<file path="src/rtl/hazard_stall_ctrl.sv">
// Hazard detection and stall/flush controller for a 5-stage pipeline.
// It handles the hazards that bypassing cannot cover: load-use, data-memory
// wait states and taken branches. It drives the pipeline-register write
// enables, the bubble/flush controls and two saturating performance counters.
// Outputs are Mealy, so a hazard takes effect in the same cycle it is seen.
module hazard_stall_ctrl #(
    parameter int LOAD_STALL_CYCLES = 1,
    parameter int FLUSH_CYCLES      = 1,
    parameter int CNT_W             = 32
) (
    input  logic             clk,
    input  logic             rst_n,
    input  logic [4:0]       if_id_rs1,
    input  logic [4:0]       if_id_rs2,
    input  logic             if_id_uses_rs1,
    input  logic             if_id_uses_rs2,
    input  logic             id_ex_memread,
    input  logic [4:0]       id_ex_rd,
    input  logic             ex_branch_taken,
    input  logic             dmem_req,
    input  logic             dmem_ready,
    output logic             pc_write,
    output logic             if_id_write,
    output logic             id_ex_write,
    output logic             id_ex_bubble,
    output logic             if_id_flush,
    output logic             ex_mem_hold,
    output logic             stall_busy,
    output logic [CNT_W-1:0] stall_cycles,
    output logic [CNT_W-1:0] flush_events
);

    typedef enum logic [1:0] {
        IDLE     = 2'd0,
        LU_STALL = 2'd1,
        FLUSH    = 2'd2
    } state_t;

    // Reload values for the 2-bit down-counter (cycles remaining after the first).
    localparam logic [1:0]       LU_RELOAD = 2'(LOAD_STALL_CYCLES - 1);
    localparam logic [1:0]       FL_RELOAD = 2'(FLUSH_CYCLES - 1);
    localparam logic [CNT_W-1:0] CNT_MAX   = {CNT_W{1'b1}};

    state_t           state_q, state_d;
    logic [1:0]       cnt_q, cnt_d;
    logic [CNT_W-1:0] stall_cycles_q, stall_cycles_d;
    logic [CNT_W-1:0] flush_events_q, flush_events_d;

    logic load_use;
    logic mem_stall;
    logic rs1_match;
    logic rs2_match;

    // Internal (pre-reset-gating) control values.
    logic pc_write_c;
    logic if_id_write_c;
    logic id_ex_write_c;
    logic id_ex_bubble_c;
    logic if_id_flush_c;
    logic ex_mem_hold_c;
    logic flush_inc;

    // Hazard terms: x0 is never a real dependency, and an operand only counts if it is read.
    always_comb begin
        rs1_match = if_id_uses_rs1 && (if_id_rs1 == id_ex_rd);
        rs2_match = if_id_uses_rs2 && (if_id_rs2 == id_ex_rd);
        load_use  = id_ex_memread && (id_ex_rd != 5'd0) && (rs1_match || rs2_match);
        mem_stall = dmem_req && !dmem_ready;
    end

    // Next-state and Mealy control: memory freeze overrides everything, then branch, then load-use.
    always_comb begin
        state_d        = state_q;
        cnt_d          = cnt_q;
        pc_write_c     = 1'b1;
        if_id_write_c  = 1'b1;
        id_ex_write_c  = 1'b1;
        id_ex_bubble_c = 1'b0;
        if_id_flush_c  = 1'b0;
        ex_mem_hold_c  = 1'b0;
        flush_inc      = 1'b0;

        if (mem_stall) begin
            // Whole pipeline frozen; state and cnt hold so the sequence resumes intact.
            pc_write_c    = 1'b0;
            if_id_write_c = 1'b0;
            id_ex_write_c = 1'b0;
            ex_mem_hold_c = 1'b1;
        end else begin
            unique case (state_q)
                IDLE: begin
                    if (ex_branch_taken) begin
                        // Redirect: PC takes the target, wrong-path IF/ID and ID/EX are squashed.
                        if_id_flush_c  = 1'b1;
                        id_ex_bubble_c = 1'b1;
                        flush_inc      = 1'b1;
                        if (FLUSH_CYCLES > 1) begin
                            state_d = FLUSH;
                            cnt_d   = FL_RELOAD;
                        end
                    end else if (load_use) begin
                        pc_write_c     = 1'b0;
                        if_id_write_c  = 1'b0;
                        id_ex_bubble_c = 1'b1;
                        if (LOAD_STALL_CYCLES > 1) begin
                            state_d = LU_STALL;
                            cnt_d   = LU_RELOAD;
                        end
                    end
                end

                LU_STALL: begin
                    if (ex_branch_taken) begin
                        // The stalled instruction is on the wrong path; drop the stall and redirect.
                        if_id_flush_c  = 1'b1;
                        id_ex_bubble_c = 1'b1;
                        flush_inc      = 1'b1;
                        if (FLUSH_CYCLES > 1) begin
                            state_d = FLUSH;
                            cnt_d   = FL_RELOAD;
                        end else begin
                            state_d = IDLE;
                            cnt_d   = 2'd0;
                        end
                    end else begin
                        pc_write_c     = 1'b0;
                        if_id_write_c  = 1'b0;
                        id_ex_bubble_c = 1'b1;
                        cnt_d          = cnt_q - 2'd1;
                        if (cnt_q <= 2'd1) begin
                            state_d = IDLE;
                        end
                    end
                end

                FLUSH: begin
                    if_id_flush_c  = 1'b1;
                    id_ex_bubble_c = 1'b1;
                    if (ex_branch_taken) begin
                        // A new redirect restarts the flush window.
                        cnt_d     = FL_RELOAD;
                        flush_inc = 1'b1;
                    end else begin
                        cnt_d = cnt_q - 2'd1;
                        if (cnt_q <= 2'd1) begin
                            state_d = IDLE;
                        end
                    end
                end

                default: begin
                    state_d = IDLE;
                    cnt_d   = 2'd0;
                end
            endcase
        end
    end

    // Saturating performance counters; a stalled PC includes freeze cycles.
    always_comb begin
        stall_cycles_d = stall_cycles_q;
        flush_events_d = flush_events_q;
        if (!pc_write_c && (stall_cycles_q != CNT_MAX)) begin
            stall_cycles_d = stall_cycles_q + 1'b1;
        end
        if (flush_inc && (flush_events_q != CNT_MAX)) begin
            flush_events_d = flush_events_q + 1'b1;
        end
    end

    // State, down-counter and performance counter registers.
    always_ff @(posedge clk or negedge rst_n) begin
        if (!rst_n) begin
            state_q        <= IDLE;
            cnt_q          <= 2'd0;
            stall_cycles_q <= '0;
            flush_events_q <= '0;
        end else begin
            state_q        <= state_d;
            cnt_q          <= cnt_d;
            stall_cycles_q <= stall_cycles_d;
            flush_events_q <= flush_events_d;
        end
    end

    // While reset is asserted the pipeline runs freely regardless of hazard inputs.
    always_comb begin
        if (!rst_n) begin
            pc_write     = 1'b1;
            if_id_write  = 1'b1;
            id_ex_write  = 1'b1;
            id_ex_bubble = 1'b0;
            if_id_flush  = 1'b0;
            ex_mem_hold  = 1'b0;
            stall_busy   = 1'b0;
        end else begin
            pc_write     = pc_write_c;
            if_id_write  = if_id_write_c;
            id_ex_write  = id_ex_write_c;
            id_ex_bubble = id_ex_bubble_c;
            if_id_flush  = if_id_flush_c;
            ex_mem_hold  = ex_mem_hold_c;
            stall_busy   = (state_q != IDLE);
        end
    end

    assign stall_cycles = stall_cycles_q;
    assign flush_events = flush_events_q;

endmodule

</file>
<file path="config.mk">
export PLATFORM = sky130hd
export DESIGN_NAME = hazard_stall_ctrl
export DESIGN_NICKNAME = d
export VERILOG_FILES = /design/src/rtl/hazard_stall_ctrl.sv
export SDC_FILE = /design/constraint.sdc
export NUM_CORES = 1
export LEC_CHECK = 0
export ABC_CLOCK_PERIOD_IN_PS = 2400
export CAP_MARGIN = 20
export CORE_ASPECT_RATIO = 0.7
export CORE_MARGIN = 2
export CORE_UTILIZATION = 45
export DETAILED_ROUTE_END_ITERATION = 8
export PLACE_DENSITY = 0.74
export SKIP_CTS_REPAIR_TIMING = 1
export SLEW_MARGIN = 10
export SYNTH_ARGS = -nofsm -noshare
export SYNTH_HDL_FRONTEND = slang
export SYNTH_SLANG_ARGS = --single-unit
export TNS_END_PERCENT = 20
</file>
<file path="constraint.sdc">
create_clock -name clk -period 2.4 [get_ports clk]
set_clock_uncertainty 0.05 [all_clocks]
set_input_delay 0.48 -clock clk [delete_from_list [all_inputs] [get_ports clk]]
set_output_delay 0.48 -clock clk [all_outputs]
set_load 0.03 [all_outputs]
</file>
---- Word-level counts from Yosys, hierarchy flattened ----
Index checks and enable logic that the tools add are counted.
operators by class
  add/sub/neg operators ................... 3
  magnitude comparators ................... 1
  equal/unequal tests ..................... 7
  muxes and demuxes ....................... 27
  bitwise logic cells ..................... 2
  reduce and logical (&&, ||, !) cells .... 18
operators with widths
  cell                   count
  $add 32x1->32 const B  2
  $ne 32x32->1 const B   2
  $mux 1                 18
  $eq 5x5->1             2
  $mux 2                 4
  $logic_and 1x1->1      7
  $pmux 1 s2             3
  $pmux 2 s3             1
  $reduce_bool 5->1      1
  $pmux 2 s2             1
  $reduce_or 2->1        2
  $reduce_and 3->1       1
  $reduce_or 3->1        1
  $eq 2x1->1 const B     1
  $eq 2x2->1 const B     1
  $le 2x1->1 const B     1
  $logic_not 1->1        2
  $logic_not 2->1        1
  $ne 2x2->1 const B     1
  $not 1->1              2
  $reduce_and 2->1       1
  $reduce_bool 2->1      1
  $sub 2x1->2 const B    1
  $logic_or 1x1->1       1
word-level totals
  flip-flop bits (word level) ............. 68
  input bits .............................. 23
  output and inout bits ................... 71
  logic and storage cells ................. 62

---- Logic depth before layout (Yosys ltp) ----
Gate-level depths: netlist of the first run.
  depth after elaboration ................. 10
  gate-level depth with buffers ........... 9
  gate-level depth less buffers ........... 8

---- Worst setup path before layout of the first run ----
OpenSTA, ideal clock, no wires.
  path kind ............................... input port to output port
  start ................................... input port if_id_rs2[3]
  end ..................................... output port pc_write
  arrival time ............................ 1.970 ns
  required time ........................... 1.870 ns
  path slack .............................. -0.100 ns
  stages .................................. 7
  path buffers ............................ 1
  cells stage by stage .................... xnor2_1 -> nand4_1 -> o22ai_2 -> nand3_1 -> nor3b_1 -> o21ai_0 -> buf_4
on the way
  cells in the longest elaborated chain, start to end .. 9
ends and longest elaborated chain
  item                  line  RTL
  from (decl)           14    input logic [4:0] if_id_rs2,
  $eq 5x5->1            66    rs2_match = if_id_uses_rs2 && (if_id_rs2 == id_ex_rd);
  $logic_and 1x1->1     66
  $logic_or 1x1->1      67    load_use = id_ex_memread && (id_ex_rd != 5'd0) && (rs1_match || rs2_match);
  $logic_and 1x1->1     67
  $mux 1 (2 in series)  --
  $pmux 1 s2            --
  $mux 1 (2 in series)  --
  to (decl)             22    output logic pc_write,
No other way between the ends.

---- Final worst setup path of the first run ----
  start ................................... input port if_id_uses_rs1
  end ..................................... output port id_ex_bubble
on the way
  cells in the longest elaborated chain, start to end .. 8
ends and longest elaborated chain
  item               line  RTL
  from (decl)        15    input logic if_id_uses_rs1,
  $logic_and 1x1->1  65    rs1_match = if_id_uses_rs1 && (if_id_rs1 == id_ex_rd);
  $logic_or 1x1->1   67
  $logic_and 1x1->1  67
  $mux 1             101   end else if (load_use) begin
  $mux 1             92    if (ex_branch_taken) begin
  $pmux 1 s2         90    unique case (state_q)
  $mux 1             83    if (mem_stall) begin
  $mux 1             188   if (!rst_n) begin
  to (decl)          25    output logic id_ex_bubble,
No other way between the ends.

==> results of run 1 <==
-- flip-flops by register name, indices dropped and copies added, names as in the netlist --
| signal | count |
|---|---|
| state_q | 2 |
| stall_cycles | 32 |
| flush_events | 32 |
| cnt_q | 2 |
-- cell usage after synthesis, types with 2 or more instances --
cell,instances
a21oi_1,4
and3_1,10
and3_4,2
and4_1,5
and4_4,4
buf_4,3
dfrtp_1,68
ha_1,7
inv_1,9
nand2_1,32
nand2b_1,2
nand3_1,29
nand4_1,17
nor2_1,30
nor2b_1,2
nor3_1,15
nor3b_1,3
nor4_2,4
nor4_4,2
nor4b_2,2
o21ai_0,3
xnor2_1,34
xor2_1,38
-- worst max-delay path, cell delays in order --
cell	delay (ns)
clkdlybuf4s50_1	0.45
nand2_1	0.06
o22ai_2	0.13
buf_6	0.14
a31o_4	0.14
a21oi_2	0.05
nor3_2	0.17
buf_4	0.19
-- logic make-up after synthesis --
| family | share of synthesized area |
|---|---|
| buf+inv | 0.02082 |
| mux | 0.008876 |
| fa+ha+maj | 0.02390 |
| compound gates | 0.03380 |
| simple gates | 0.2762 |
| flops | 0.4643 |
| xor+xnor | 0.1721 |
-- metal layers --
layer | up-vias | share of wire | global-route usage
met5 | - | 0 | 0
met4 | 0 | 0.013 | 0.06296
met3 | 10 | 0.049 | 0.04784
met2 | 79 | 0.44 | 0.3182
met1 | 1479 | 0.50 | 0.3163
li1 | 1493 | - | -
-- where the power goes --
part | internal, uW | switching (uW)
logic | 370 | 467
clock network | 916 | 509
registers | 1250 | 135
total | 2540 | 1110
-- per-stage QoR --
step | setup TNS (ns) | cells | setup slack, ns | instance area (um2) | hold slack [ns]
after CTS | -2.025 | 585 | -0.6568 | 5219 | 0.1325
after global placement | -7.566 | 569 | -0.6325 | 4893 | 0.4263
after global routing | -0.05429 | 587 | -0.02828 | 5294 | 0.1584
after detailed placement | -9.061 | 569 | -0.6426 | 4893 | 0.4298
final | 0 | 587 | 0.06025 | 5294 | 0.1473
after floorplan | -0.003862 | 350 | -0.003862 | 3665 | 0.1344
-- area by class of cell --
| cell class | instances | area, um2 |
|---|---|---|
| repair buffers | 125 | 1182 |
| clock buffers | 9 | 225.2 |
| clock inverters | 7 | 100.1 |
| inverters | 10 | 37.54 |
| well taps | 101 | 126.4 |
| fillers | 632 | 2577 |
| multi-input cells | 267 | 1921 |
| flip-flops and latches | 68 | 1702 |
-- final timing paths --
| check | startpoint | endpoint | slack (ns) |
|---|---|---|---|
| min in group clk | stall_cycles[22] | stall_cycles[22] | 0.44 |
| max | if_id_uses_rs1 | id_ex_bubble | 0.06 |
| min reg2reg | stall_cycles[22] | stall_cycles[22] | 0.44 |
| min | rst_n | state_q[0] | 0.15 |
| max reg2reg | stall_cycles[0] | stall_cycles[17] | 0.16 |
| max in group asynchronous | rst_n | flush_events[12] | 1.52 |
==> run metrics, run 1 <==
Vias/cell=roughly 5.2; post-route ant nets=0; status=completed; num rows=27; synth top area cells=dfrtp_1, xor2_1, xnor2_1; crit path kind=input port to output port; net count after synthesis=380; PD cells=688.7 nW/um2; Core Util, Final=0.6725; Area Overhead vs Synth=44.45%; # setup viols final=0; maximum clock path buffer count=2; DRC=0; clock slew at reported path FFs=roughly 0.060 ns; HPWL after DPL=6665 um; endpoints failing hold=0; post-layout net count=511; register area share after synthesis=0.4643; max-slew violations=0; Die Height=approximately 80 um; share of layout cells above drive strength 1=0.1914; Rel. slew slack=0.5838; Yosys reg bits=68; Register-to-Register Path Depth=8; I/O Buffers=between 90 and 100; CP Launch Type=input port; Antenna Cells=0; top cell type's share of synthesized area=0.4643; ys async rst share=1.000; Top FF cell, synth=dfrtp_1; GR Util All Layers=0.2148; WP data required=1.87 ns; synthesis warning total=0; Pleak=0.002521 uW; CP max FO=3; commonest non-fill, non-tap cell in the layout=clkdlybuf4s50_1; vias in the first global route=between 3000 and 4000; IR drop worst, VDD=0.5541 mV; routed wire length=9137 um; Mean Syn Cell Area=~10 um2; cell area after synthesis=between 3000 and 4000 um2; RSZ-0062 raised after global routing=true; Tmin final=2.340 ns; max-cap violations=0; initial antenna violation count=0; Initial DRT Pass Iterations=4; chip width=~110 um; via count=3061; CTS root buf=clkbuf_16; Pwr Total=around 3600 uW; WP data arrival=1.81 ns; Mapped Cells=350; CTS buffer count=9; Clock Sinks=68; total grt overflow=0; crit share post-route=0.9749; most frequent cells in the layout=clkdlybuf4s50_1, dfrtp_1, xor2_1, buf_4, xnor2_1; core area=around 7900 um2; RePlAce Congestion=0.8395; CP Capture Type=output port; EDFF count, synth=0; first-pass GRT wire length=15370 um; Ports=94; Initial Util=0.4656; worst slew pin tran=between 0.6 and 0.7 ns; Initial DRC Count=147; CTS tree=done; die area=8893 um2; H-tree levels=3; largest net degree at the start of global routing=49; Hold WC Path Type=input port to async pin; Max Clk Rate=427.4 MHz; Yosys cell types=48; Skew-Pair Late Insertion Delay=0.33 ns; Yosys top cell by area=dfrtp_1; Wirelength per Cell=between 15 and 20 um
Power figures use the tool's default switching activity.
==> inputs of run 2 (changes only) <==
--- a/config.mk
+++ b/config.mk
@@ -12,7 +12,6 @@
 export CORE_UTILIZATION = 45
 export DETAILED_ROUTE_END_ITERATION = 8
 export PLACE_DENSITY = 0.74
-export SKIP_CTS_REPAIR_TIMING = 1
 export SLEW_MARGIN = 10
 export SYNTH_ARGS = -nofsm -noshare
 export SYNTH_HDL_FRONTEND = slang
==> run metrics, run 2 (synthesized netlist as in run 1, its figures left out) <==
WP data arrival=1.82 ns (was 1.81 ns); Antenna Cells=0 (unchanged); maximum clock path buffer count=2 (unchanged); Rel. slew slack=0.5821 (was 0.5838); Placement Setup Slack=-0.6426 ns (unchanged); Net Sw Frac=0.3054 (was 0.3046); Internal=2529 uW (was 2535 uW); max-cap violations=0 (unchanged); initial antenna violation count=0 (unchanged); Initial DRC Count=149 (was 147); most frequent cells in the layout=clkdlybuf4s50_1, dfrtp_1, xor2_1, buf_4, xnor2_1 (unchanged); num rows=27 (unchanged); worst slew pin tran=0.6269 ns (was 0.6243 ns); Clock Sinks=68 (unchanged); first-pass GRT wire length=15340 um (was 15370 um); Hold WC Path Type=input port to async pin (unchanged); Clock power frac=0.392 (was 0.391); GR Util All Layers=0.2147 (was 0.2148); via count=3064 (was 3061); Wirelength per Cell=15.33 um (was 15.57 um); Initial DRT Pass Iterations=4 (unchanged); Pwr Total=3641 uW (was 3646 uW); # setup viols final=0 (unchanged); Vias/cell=5.220 (was 5.215); clock slew at reported path FFs=0.06 ns (about the same); vias in the first global route=3077 (was 3057); CTS root buf=clkbuf_16 (unchanged); Area after DPL=4893 um2 (unchanged); CP max FO=2 (was 3); max-slew violations=0 (unchanged); routed wire length=9000 um (was 9137 um); core area=7871 um2 (unchanged); Tmin final=2.346 ns (was 2.340 ns); CP Launch Type=input port (unchanged); commonest non-fill, non-tap cell in the layout=clkdlybuf4s50_1 (unchanged); PD cells=698.6 nW/um2 (was 688.7 nW/um2); HPWL after DPL=6665 um (unchanged); fin worst setup slack=0.05381 ns (was 0.06025 ns); crit path kind=input port to output port (unchanged); share of layout cells above drive strength 1=0.1914 (unchanged); placed insts=569 (unchanged); chip width=111.9 um (unchanged); I/O Buffers=93 (unchanged); WP data required=1.87 ns (about the same); Skew-Pair Late Insertion Delay=0.33 ns (about the same); Area Overhead vs Synth=42.23% (was 44.45%); die area=8893 um2 (unchanged); Sequential Power Share=0.380 (was 0.379); IR drop worst, VDD=0.5541 mV (about the same); Sw Pwr=1112 uW (was 1110 uW); Ports=94 (unchanged); post-route ant nets=0 (unchanged); Max Clk Rate=426.2 MHz (was 427.4 MHz); total grt overflow=0 (unchanged); design area=5213 um2 (was 5294 um2); H-tree levels=3 (unchanged); largest net degree at the start of global routing=49 (unchanged); RePlAce Congestion=0.8395 (unchanged); Die Height=79.51 um (unchanged); DRC=0 (unchanged); CTS buffer count=9 (unchanged); status=completed (unchanged); post-layout net count=511 (unchanged); Fin Hold WS=0.1424 ns (was 0.1473 ns); Initial Util=0.4656 (unchanged); fin cells=587 (unchanged); Pleak=0.002398 uW (was 0.002521 uW); CP Capture Type=output port (unchanged); endpoints failing hold=0 (unchanged); CTS tree=done (unchanged); crit share post-route=0.9776 (was 0.9749); Gate power share=0.228 (was 0.230)
## run 2: cell count changes in the layout (fill, tap and decap cells not counted), moves of 2 or more
cell,change
dlymetal6s2s_1,-14
clkdlybuf4s15_1,+6
dlygate4sd2_1,+4
clkbuf_2,+3
buf_2,+2
buf_6,-2
## run 2: power groups by stage
stage	sequential (uW)	clock [uW]	combinational [uW]
2_1_floorplan	1580	0	236
3_3_place_gp	1390	0	816
3_5_place_dp	1400	0	834
4_1_cts	1380	1460	831
5_1_grt	1400	1510	903
6_report	1380	1430	831
## run 2: worst paths after layout
kind                       slack (ns)          endpoint  cells after the start             start
max                              0.05      id_ex_bubble                      8    if_id_uses_rs2
max reg2reg                      0.16  stall_cycles[17]                      8   stall_cycles[0]
min                              0.14        state_q[0]                      2             rst_n
min in group clk                 0.44  stall_cycles[22]                      1  stall_cycles[22]
min reg2reg                      0.44  stall_cycles[22]                      1  stall_cycles[22]
max in group asynchronous        1.53  flush_events[24]                      2             rst_n
## run 2: metal layers
layer,up-vias,part of all wire,GRT usage
met5,-,0,0
met4,0,0.013,0.06296
met3,10,0.047,0.04784
met2,71,0.43,0.3206
met1,1487,0.51,0.3138
li1,1496,-,-
## run 2: through the flow
step	TNS, ns	utilization
global placement	-7.566	0.6217
global route	-0.01872	0.6622
floorplan	-0.003862	-
finish	0	0.6622
CTS	-0.2644	0.6627
detailed placement	-9.061	0.6217
## run 2: critical path, stage by stage
cell and delay, ns:
clkdlybuf4s50_1 0.46, nand2_1 0.06, o22ai_2 0.18, buf_6 0.13
a31o_4 0.14, a21oi_2 0.05, nor3_2 0.12, buf_4 0.19
## run 2: area by class of cell
type                       count  area [um2]
inverter                      10       37.54
clock inverter                 7       100.1
fill                         645        2659
sequential                    68        1702
tap                          101       126.4
timing repair buffer         125        1115
clock buffer                   9       225.2
multi-input combinational    267        1907
## run 2: repair_timing
action / 4_1_cts / 5_1_grt
gates resized for setup: 25 / 24
setup buffers: 1 / 1
endpoints found under the setup margin: 6 / 3
pin swaps: 12 / 12
hold buffers: 0 / 0
==> inputs of run 3 (changes only) <==
--- a/config.mk
+++ b/config.mk
@@ -7,10 +7,10 @@
 export LEC_CHECK = 0
 export ABC_CLOCK_PERIOD_IN_PS = 2400
 export CAP_MARGIN = 20
-export CORE_ASPECT_RATIO = 0.7
 export CORE_MARGIN = 2
 export CORE_UTILIZATION = 45
 export DETAILED_ROUTE_END_ITERATION = 8
+export GPL_TIMING_DRIVEN = 1
 export PLACE_DENSITY = 0.74
 export SLEW_MARGIN = 10
 export SYNTH_ARGS = -nofsm -noshare
==> run metrics, run 3 (synthesized netlist as in run 1, its figures left out) <==
status=completed (unchanged); max-cap violations=0 (unchanged); # setup viols final=0 (unchanged); Initial DRT Pass Iterations=5 (was 4); total grt overflow=0 (unchanged); Sum Neg Setup Slack=0 ns (unchanged); Fin Hold WS=0.04848 ns (was 0.1424 ns); Gate power share=0.272 (was 0.228); routed wire length=8875 um (was 9000 um); Tmin final=2.326 ns (was 2.346 ns); H-tree levels=3 (unchanged); fin worst setup slack=0.07383 ns (was 0.05381 ns); post-route ant nets=0 (unchanged); die area=8882 um2 (was 8893 um2); CP Capture Type=output port (unchanged); commonest non-fill, non-tap cell in the layout=clkdlybuf4s50_1 (unchanged); Hold WC Path Type=input port to async pin (unchanged); PD cells=644.4 nW/um2 (was 698.6 nW/um2); FF-to-FF Start=stall_cycles[1] (was stall_cycles[0]); DRC=0 (unchanged); crit share post-route=0.9692 (was 0.9776); num rows=32 (was 27); Clock power frac=0.333 (was 0.392); max-slew violations=0 (unchanged); GR Util All Layers=0.2117 (was 0.2147); maximum clock path buffer count=2 (unchanged); Initial DRC Count=90 (was 149); CP Launch Type=input port (unchanged); worst slew pin tran=0.7658 ns (was 0.6269 ns); vias in the first global route=3149 (was 3077); post-layout net count=516 (was 511); endpoints failing hold=0 (unchanged); first-pass GRT wire length=14720 um (was 15340 um); Initial Util=0.4694 (was 0.4656); Die Height=94.25 um (was 79.51 um); share of layout cells above drive strength 1=0.2220 (was 0.1914); RSZ-0062 raised after global routing=true; Wirelength per Cell=14.97 um (was 15.33 um); Internal=2357 uW (was 2529 uW); largest net degree at the start of global routing=62 (was 49); Skew-Pair Late Insertion Delay=0.34 ns (was 0.33 ns); via count=3087 (was 3064); Placement Setup Slack=-0.6769 ns (was -0.6426 ns); Pleak=0.002437 uW (was 0.002398 uW); Net Sw Frac=0.3074 (was 0.3054); clock slew at reported path FFs=0.08 ns (was 0.06 ns); chip width=94.25 um (was 111.9 um); IR drop worst, VDD=0.3789 mV (was 0.5541 mV); Ports=94 (unchanged); Area Overhead vs Synth=44.11% (was 42.23%); Sw Pwr=1046 uW (was 1112 uW); Max Clk Rate=429.9 MHz (was 426.2 MHz); core area=7807 um2 (was 7871 um2); Sequential Power Share=0.395 (was 0.380); CTS buffer count=9 (unchanged); crit path from=id_ex_rd[3] (was if_id_uses_rs2); hold_buf cts=0 (unchanged); Core Util, Final=0.6764 (was 0.6622); WP data required=1.87 ns (about the same); I/O Buffers=93 (unchanged); CTS root buf=clkbuf_8 (was clkbuf_16); Rel. slew slack=0.4895 (was 0.5821); CP max FO=3 (was 2); HPWL after DPL=6438 um (was 6665 um); Clock Sinks=68 (unchanged); initial antenna violation count=0 (unchanged); Antenna Cells=0 (unchanged); RePlAce Congestion=0.8318 (was 0.8395); Vias/cell=5.206 (was 5.220); crit path kind=input port to output port (unchanged); CTS tree=done (unchanged); WP data arrival=1.80 ns (was 1.82 ns); most frequent cells in the layout=clkdlybuf4s50_1, dfrtp_1, buf_4, xor2_1, nand2_1 (was clkdlybuf4s50_1, dfrtp_1, xor2_1, buf_4, xnor2_1)
[run 3: changes by cell type in the layout (fill, tap and decap cells not counted), moves of 2 or more]
cell / before / now
buf_4: 35 / 40
buf_12: 0 / 2
clkdlybuf4s15_1: 6 / 2
clkbuf_16: 9 / 0
xnor2_4: 0 / 2
xnor2_2: 0 / 3
buf_6: 1 / 3
xnor2_1: 34 / 29
clkbuf_8: 0 / 9
[run 3: area by class of cell]
type                            count  area, um2
Fill cell                         635       2526
Timing Repair Buffer              130       1174
Multi-Input combinational cell    267       2001
Sequential cell                    68       1702
Clock buffer                       10      127.6
Clock inverter                      6      112.6
Tap cell                          102      127.6
Inverter                           10      37.54
[run 3: worst paths after layout]
path                                    end  slack [ns]  depth (start not counted)
max                            id_ex_bubble        0.07                          9
min                         stall_cycles[7]        0.05                          2
max reg2reg                stall_cycles[27]        0.22                          8
min reg2reg                flush_events[11]        0.44                          1
max in group asynchronous        state_q[1]        1.47                          2
min in group clk           flush_events[11]        0.44                          1
[run 3: power by group through the flow]
stage / registers (uW) / logic, uW / clock network (uW)
finish: 1350 / 925 / 1130
global route: 1360 / 1000 / 1220
CTS: 1340 / 912 / 1160
detailed placement: 1370 / 909 / 0
global placement: 1360 / 888 / 0
floorplan: 1580 / 236 / 0
[run 3: timing repair]
action,in CTS,in global routing
resized for setup,41,43
endpoints found under the setup margin,4,4
buffers inserted,1,0
pin swaps,17,15
[run 3: worst max-delay path, cell delays in order]
cell and delay (ns):
buf_12 0.11, xnor2_4 0.16, nand4_1 0.17, o22ai_4 0.24
buf_6 0.14, a31o_4 0.16, a21oi_4 0.06, nor3_2 0.10
buf_4 0.18
[run 3: routing by layer]
metal	global-route usage	share of wire	vias to the layer above
met5	0	0	-
met2	0.3649	0.50	97
met1	0.2491	0.41	1478
met3	0.06581	0.057	21
li1	-	-	1491
met4	0.07246	0.026	0
[run 3: metrics by stage]
step | cell area (um2) | std cells | total power (uW)
3_3_place_gp | 4952 | 576 | 2246
6_report | 5281 | 593 | 3403
5_1_grt | 5281 | 593 | 3578
2_1_floorplan | 3665 | 350 | 1813
3_5_place_dp | 4952 | 576 | 2275
4_1_cts | 5218 | 593 | 3417
